File: config.mk
export PLATFORM = sky130hd
export DESIGN_NAME = store_merge_unit
export DESIGN_NICKNAME = d
export VERILOG_FILES = /design/src/rtl/store_merge_unit.sv
export SDC_FILE = /design/constraint.sdc
export NUM_CORES = 1
export LEC_CHECK = 0
export ABC_AREA = 1
export CORE_AREA = 2 2 105 107
export CTS_BUF_LIST = sky130_fd_sc_hd__clkbuf_4 sky130_fd_sc_hd__clkbuf_8 sky130_fd_sc_hd__clkbuf_16
export DETAILED_ROUTE_END_ITERATION = 16
export DIE_AREA = 0 0 107 109
export GPL_ROUTABILITY_DRIVEN = 0
export PLACE_DENSITY = 0.85
export SLEW_MARGIN = 40
export SYNTH_ARGS = -nofsm -noshare
export SYNTH_HDL_FRONTEND = slang
export SYNTH_SLANG_ARGS = --single-unit
File: constraint.sdc
create_clock -name clk -period 4.9 [get_ports clk]
set_input_delay 0.735 -clock clk [delete_from_list [all_inputs] [get_ports clk]]
set_output_delay 0.735 -clock clk [all_outputs]
set_load 0.01 [all_outputs]
File: src/rtl/store_merge_unit.sv
// store_merge_unit: commits SB/SH/SW stores to a word-only data memory.
// Sub-word stores do a read-modify-write. Word stores write directly.
// Every output is a flop, so the memory port sees no combinational paths.
//
// state   | meaning
// --------+------------------------------------------------------------
// S_IDLE  | waiting for start; request fields latched on acceptance
// S_READ  | mem_rd_en high until mem_rvalid; old word merged with store data
// S_WRITE | mem_wr_en high with merged word until mem_wready
// S_DONE  | one-cycle done pulse after a successful store
// S_ERR   | one-cycle done + misalign_err pulse; memory never touched
module store_merge_unit #(
    parameter int ADDR_W     = 32,
    parameter int BIG_ENDIAN = 1
) (
    input  logic              clk,
    input  logic              rst_n,
    input  logic              start,
    input  logic [ADDR_W-1:0] addr,
    input  logic [31:0]       wdata,
    input  logic [1:0]        size,
    output logic              busy,
    output logic              done,
    output logic              misalign_err,
    output logic [ADDR_W-1:0] mem_addr,
    output logic              mem_rd_en,
    input  logic [31:0]       mem_rdata,
    input  logic              mem_rvalid,
    output logic              mem_wr_en,
    output logic [31:0]       mem_wdata,
    input  logic              mem_wready
);

    typedef enum logic [2:0] {
        S_IDLE,
        S_READ,
        S_WRITE,
        S_DONE,
        S_ERR
    } state_t;

    state_t            state_q, state_d;
    logic [ADDR_W-1:0] mem_addr_q, mem_addr_d;
    logic [31:0]       mem_wdata_q, mem_wdata_d;
    logic [15:0]       wdata_q, wdata_d;
    logic [1:0]        off_q, off_d;
    logic              half_q, half_d;
    logic              busy_q, busy_d;
    logic              done_q, done_d;
    logic              err_q, err_d;
    logic              rd_en_q, rd_en_d;
    logic              wr_en_q, wr_en_d;

    logic              illegal;
    logic [1:0]        lane;
    logic              half_upper;
    logic [31:0]       merged;

    // Request legality: size 11 is never valid, halves need even, words need 4-byte alignment.
    always_comb begin
        illegal = (size == 2'b11)
               || ((size == 2'b01) && addr[0])
               || ((size == 2'b10) && (addr[1:0] != 2'b00));
    end

    // Merge latched store data into the word returned by the read.
    always_comb begin
        merged     = mem_rdata;
        lane       = (BIG_ENDIAN != 0) ? (2'd3 - off_q) : off_q;
        half_upper = (BIG_ENDIAN != 0) ? ~off_q[1] : off_q[1];
        if (half_q) begin
            if (half_upper) merged[31:16] = wdata_q;
            else            merged[15:0]  = wdata_q;
        end else begin
            merged[{lane, 3'b000} +: 8] = wdata_q[7:0];
        end
    end

    // Next-state and next-output logic; outputs are computed one cycle ahead.
    always_comb begin
        state_d     = state_q;
        mem_addr_d  = mem_addr_q;
        mem_wdata_d = mem_wdata_q;
        wdata_d     = wdata_q;
        off_d       = off_q;
        half_d      = half_q;
        busy_d      = 1'b1;
        done_d      = 1'b0;
        err_d       = 1'b0;
        rd_en_d     = 1'b0;
        wr_en_d     = 1'b0;
        unique case (state_q)
            S_IDLE: begin
                busy_d = 1'b0;
                if (start) begin
                    busy_d     = 1'b1;
                    mem_addr_d = {addr[ADDR_W-1:2], 2'b00};
                    off_d      = addr[1:0];
                    half_d     = (size == 2'b01);
                    wdata_d    = wdata[15:0];
                    if (illegal) begin
                        state_d = S_ERR;
                        done_d  = 1'b1;
                        err_d   = 1'b1;
                    end else if (size == 2'b10) begin
                        state_d     = S_WRITE;
                        wr_en_d     = 1'b1;
                        mem_wdata_d = wdata;
                    end else begin
                        state_d = S_READ;
                        rd_en_d = 1'b1;
                    end
                end
            end
            S_READ: begin
                if (mem_rvalid) begin
                    state_d     = S_WRITE;
                    wr_en_d     = 1'b1;
                    mem_wdata_d = merged;
                end else begin
                    rd_en_d = 1'b1;
                end
            end
            S_WRITE: begin
                if (mem_wready) begin
                    state_d = S_DONE;
                    done_d  = 1'b1;
                end else begin
                    wr_en_d = 1'b1;
                end
            end
            S_DONE, S_ERR: begin
                state_d = S_IDLE;
                busy_d  = 1'b0;
            end
            default: begin
                state_d = S_IDLE;
                busy_d  = 1'b0;
            end
        endcase
    end

    // State and registered outputs; reset abandons any request in flight.
    always_ff @(posedge clk or negedge rst_n) begin
        if (!rst_n) begin
            state_q     <= S_IDLE;
            mem_addr_q  <= '0;
            mem_wdata_q <= '0;
            wdata_q     <= '0;
            off_q       <= '0;
            half_q      <= 1'b0;
            busy_q      <= 1'b0;
            done_q      <= 1'b0;
            err_q       <= 1'b0;
            rd_en_q     <= 1'b0;
            wr_en_q     <= 1'b0;
        end else begin
            state_q     <= state_d;
            mem_addr_q  <= mem_addr_d;
            mem_wdata_q <= mem_wdata_d;
            wdata_q     <= wdata_d;
            off_q       <= off_d;
            half_q      <= half_d;
            busy_q      <= busy_d;
            done_q      <= done_d;
            err_q       <= err_d;
            rd_en_q     <= rd_en_d;
            wr_en_q     <= wr_en_d;
        end
    end

    assign busy         = busy_q;
    assign done         = done_q;
    assign misalign_err = err_q;
    assign mem_addr     = mem_addr_q;
    assign mem_rd_en    = rd_en_q;
    assign mem_wr_en    = wr_en_q;
    assign mem_wdata    = mem_wdata_q;

endmodule
=== Word level (Yosys, flattened, before mapping) ===
Cells that the tools add are included.

* Flip-flop bits (word level): 89
* Word-level logic and storage cells: 69
* Output and inout bits: 69
* Input port bits: 103

* Shift operators: 2
* Add/sub/neg operators: 2
* Multiplexer cells: 33
* Reduce and logical (&&, ||, !) cells: 11
* Eq/ne operators: 10

{| class="wikitable"
|+ Operators with widths
! operator !! count
|-
| $mux 32 || 5
|-
| $pmux 32 s2 || 1
|-
| $bwmux 32 || 1
|-
| $mux 16 || 2
|-
| $shift 8x7->32 const A || 1
|-
| $shiftx 8x7->32 || 1
|-
| $mux 1 || 14
|-
| $mux 3 || 4
|-
| $ne 2x2->1 const B || 5
|-
| $pmux 3 s3 || 1
|-
| $neg 5->7 || 1
|-
| $pmux 1 s2 || 3
|-
| $reduce_and 5->1 || 1
|-
| $eq 2x2->1 const B || 2
|-
| $reduce_bool 2->1 || 2
|-
| $eq 3x1->1 const B || 1
|-
| $eq 3x2->1 const B || 1
|-
| $logic_not 3->1 || 1
|-
| $pmux 1 s3 || 1
|-
| $reduce_and 3->1 || 1
|-
| $eq 2x1->1 const B || 1
|-
| $logic_and 1x1->1 || 2
|-
| $logic_or 1x1->1 || 2
|-
| $mux 2 || 1
|-
| other kinds (3) || 3
|}

=== Longest topological paths before layout ===
* Word-level depth: 7
* Mapped depth: 12
* Gate-level depth less buffers: 10

=== Worst setup path before layout ===
OpenSTA, ideal clock, no wires.

* Kind: reg-to-reg
* Start: register off_q[1]
* End: register mem_wdata_q[16], in the netlist mem_wdata[16]
* Clock period less this slack: 1.889 ns
* Setup slack: 3.011 ns
* Data arrival time: 1.824 ns
* Buffers on the path: 2
* Stages on the path, launching flop included: 13
* Data required time: 4.835 ns
* Library setup time: 0.065 ns
* Cell sequence: dfrtp_1 > buf_2 > inv_2 > buf_2 > ha_1 > clkinv_1 > nor2_1 > nand3_1 > nand2_1 > nand2_1 > nand2_1 > nand2_1 > nand2_1

* Cells in the longest elaborated chain, start to end: 7
* Elaborated cells between the ends (all ways): 9
* Classes of those cells: 2 x add/sub; 2 x shift; 5 x mux

{| class="wikitable"
|+ Ends and longest elaborated chain
! what !! RTL line !! RTL
|-
| start: declaration || 46 || <nowiki>logic [1:0] off_q, off_d;</nowiki>
|-
| start signal: assignment || 150 || <nowiki>off_q <= '0;</nowiki>
|-
| start signal: assignment || 162 || <nowiki>off_q <= off_d;</nowiki>
|-
| $sub 2x2->2 || 69 || <nowiki>lane = (BIG_ENDIAN != 0) ? (2'd3 - off_q) : off_q;</nowiki>
|-
| $neg 5->7 || 75 || <nowiki>merged[{lane, 3'b000} +: 8] = wdata_q[7:0];</nowiki>
|-
| $shiftx 8x7->32 or $shift 8x7->32 (tied branches) || 75 ||
|-
| $bwmux 32 || 75 ||
|-
| $mux 32 * || 71 || <nowiki>if (half_q) begin</nowiki>
|-
| $mux 32 * || 116 || <nowiki>if (mem_rvalid) begin</nowiki>
|-
| $pmux 32 s2 * || 92 || <nowiki>unique case (state_q)</nowiki>
|-
| end signal: assignment || 160 || <nowiki>mem_wdata_q <= mem_wdata_d;</nowiki>
|-
| end: declaration || 44 || <nowiki>logic [31:0] mem_wdata_q, mem_wdata_d;</nowiki>
|}

Every way passes the cells marked *; elsewhere a longest branch is shown, timed or not. The select of a mux whose other input is x is not followed.
A chain may end at the register's enable or synchronous reset.

=== Final worst setup path ===
* Start: input addr[0]
* End: register mem_wdata_q[2], in the netlist mem_wdata[2]

* Cells in the longest elaborated chain, start to end: 5
* Elaborated cells between the ends (all ways): 7
* Classes of those cells: 1 x eq/ne; 6 x reduce/logical

{| class="wikitable"
|+ Ends and longest elaborated chain
! what !! RTL line !! RTL
|-
| start: declaration || 19 || <nowiki>input logic [ADDR_W-1:0] addr,</nowiki>
|-
| $reduce_bool 2->1 or $logic_and 1x1->1 (tied branches) || 63, 62 ||
|-
| $logic_and 1x1->1 or $logic_or 1x1->1 (tied branches) || 63, 62 ||
|-
| $logic_or 1x1->1 * || 63 || <nowiki>|| ((size == 2'b10) && (addr[1:0] != 2'b00));</nowiki>
|-
| $ne 2x2->1 (no source line) * || - ||
|-
| $reduce_and 5->1 (no source line) * || - ||
|}

Every way passes the cells marked *; elsewhere a longest branch is shown, timed or not.

==> out/metrics.yaml <==
status: "finished clean"
hold_class: "input pin to asynchronous set/reset pin"
design.core.area_um2: 10600
routed_wl_um: 14900
yosysSeqAreaShare_pct: 43.0
die_area_um2: 11700
vias_per_cell: 5.01
grt-ovfl-total: 0
cts_inserted_buffers: 9
clkSlewWorstSetupHoldPaths_ns: 0.09
synth.distinct_cells: 25
pre_cts_slack_ns: 2.09
peakVddDrop_v: 0.000283
die_h_um: 109
critPathKind: "input pin to flop"
synth-seq-cells: 89
start_util_pct: 48.8
switching_power_mw: 1.81
netlist_area_um2: 5170
async_reset_ff_share_pct: 100
rsz0062_at_grt: "no"
drt_iter0_markers: 354
clock_latency_ns: 0.36
max_slew_margin_pct: 52.3
max_cap_violations: 0
dp_cells: 1071
pwr-share-clk_pct: 13.1
intPower_mw: 2.25
cp-start-kind: "input pin"
portBuffers: 169
setup_ws_ns: 2.46
cts_resized: 0
cts_buffer_depth: 2
crit_arrival_ns: 2.70
path_max_fanout: 43
layout_commonest_cell: "nand2_1"
fill_cells: 956
grt_pass1_wl_um: 24000
ios: 172
vias: 5445
skew_ns: 0.0120
wire_per_inst_um: 13.7
p_leak_nw: 3.64
fmax_mhz: 410
die_w_um: 107
switching_share_pct: 44.6
grt_antenna_before_repair: 0
crit_path_end_kind: "flop"
synth-edff-count: 0
dp_hpwl_um: 10400
drive_gt1_share_pct: 4.54
layout_common_cells: "nand2_1, clkdlybuf4s50_1, dfrtp_1"
synth_area_leaders: "dfrtp_1, nand2_1, nor2_1, o21ai_0, a21oi_1"
synthCells: 797
cts_sinks: 89
power_frac_seq_pct: 32.2
worst_slew_pin_slew_ns: 0.713
finalMaxSlewViolations: 0
yosysWarnings: 0
synth.top_cell.area_share_pct: 43.0
syn_avg_cell_area_um2: 6.49
fin_crit_ns: 2.44
pwr-share-comb_pct: 54.7
fin_tns_setup_ns: 0
rows: 38
power_density_nw_per_um2: 574
cts_root_buf: "clkbuf_8"
finalHoldViolations: 0
grt_pass1_vias: 5022
n_antenna_cell: 0
post_cts.repair.setup_buffers: 0
synth_top_cell_by_area: "dfrtp_1"
final_antenna_net_count: 0
grt_max_degree: 60
ctsHoldBuffers: 0
crit_required_ns: 5.16
nets: 1050
timing.final.crit_share_pct: 49.8
synthFlopType: "dfrtp_1"
grt_use_total_pct: 25.8
finalSetupViolations: 0
cts_max_level: 3
cts_tree: "yes"
drc_errors: 0
firstDrtPassIters: 7
fin_cells: 1087
area_delta_synth_final_pct: 36.9
[per-stage QoR]
stage	util [%]	power, mW	hold WS (ns)	cell area (um2)
6_report	66.8	4.07	0.335	7090
2_1_floorplan	-	2.61	0.439	5180
3_3_place_gp	64.9	3.49	0.453	6880
3_5_place_dp	64.9	3.54	0.457	6880
5_1_grt	66.8	4.42	0.372	7090
4_1_cts	66.8	4.08	0.349	7090
[cell usage after synthesis, types with 4 or more instances]
library cell,instances
buf_4,7
buf_2,13
a21oi_1,35
clkinv_1,4
o21ai_0,37
clkbuf_1,17
nor2_1,70
inv_1,30
nor2_2,9
ha_1,5
nand2_1,434
nand3_1,28
dfrtp_1,89
[final timing paths]
check	slack [ns]	startpoint	to	depth (start not counted)
max in group asynchronous	3.52	rst_n	wdata_q[6]	2
setup / recovery	2.46	addr[0]	mem_wdata[2]	11
hold reg to reg	0.48	mem_addr[16]	mem_addr[16]	2
min in group clk	0.48	mem_addr[16]	mem_addr[16]	2
hold / removal	0.33	rst_n	mem_wdata[15]	1
setup reg to reg	2.53	off_q[0]	mem_wdata[24]	10
[state kept, by name, indices dropped and copies added, names as in the netlist, 2 cells and up]
name	cells
mem_wdata	32
mem_addr	30
wdata_q	16
state_q	3
off_q	2
[metal layers]
layer | share of wire, % | vias up | wire [um] | track usage [%]
li1 | - | 2733 | - | -
met1 | 43 | 2442 | 6380 | 34.2
met2 | 46 | 241 | 6860 | 41.7
met3 | 8.4 | 29 | 1250 | 6.46
met4 | 2.5 | 0 | 367 | 8.44
met5 | 0 | - | 0 | 0
[power by group through the flow]
stage | Combinational [mW] | Clock (mW) | Sequential (mW)
2_1_floorplan | 1.22 | 0 | 1.39
3_3_place_gp | 2.17 | 0 | 1.32
3_5_place_dp | 2.22 | 0 | 1.31
4_1_cts | 2.23 | 0.542 | 1.31
5_1_grt | 2.50 | 0.574 | 1.35
6_report | 2.23 | 0.531 | 1.31
[cell type report]
class / instances / area [um2] / share of cell area, %
Tap cell: 140 / 175 / 2.47
Clock buffer: 10 / 131 / 1.85
Sequential cell: 89 / 2230 / 31.4
Inverter: 36 / 135 / 1.91
Multi-Input combinational cell: 631 / 2610 / 36.8
Timing Repair Buffer: 175 / 1730 / 24.5
Clock inverter: 6 / 72.6 / 1.02
[worst max-delay path, cell delays in order]
cell and delay, ns:
clkdlybuf4s50_1 0.52, inv_1 0.05, nand2_1 0.07, nand2_1 0.05
nand2_1 0.07, nand2_2 0.08, nand2_2 0.41, buf_4 0.47
nor2_1 0.08, nand2_1 0.08, nand2_1 0.04
[cells by family after synthesis]
family / synth area share (%)
other cells: 0.0725
buf+inv: 6.77
fa+ha+maj: 1.21
flops: 43.0
simple gates: 41.6
compound gates: 7.33
(Power assumes the default switching activity.)
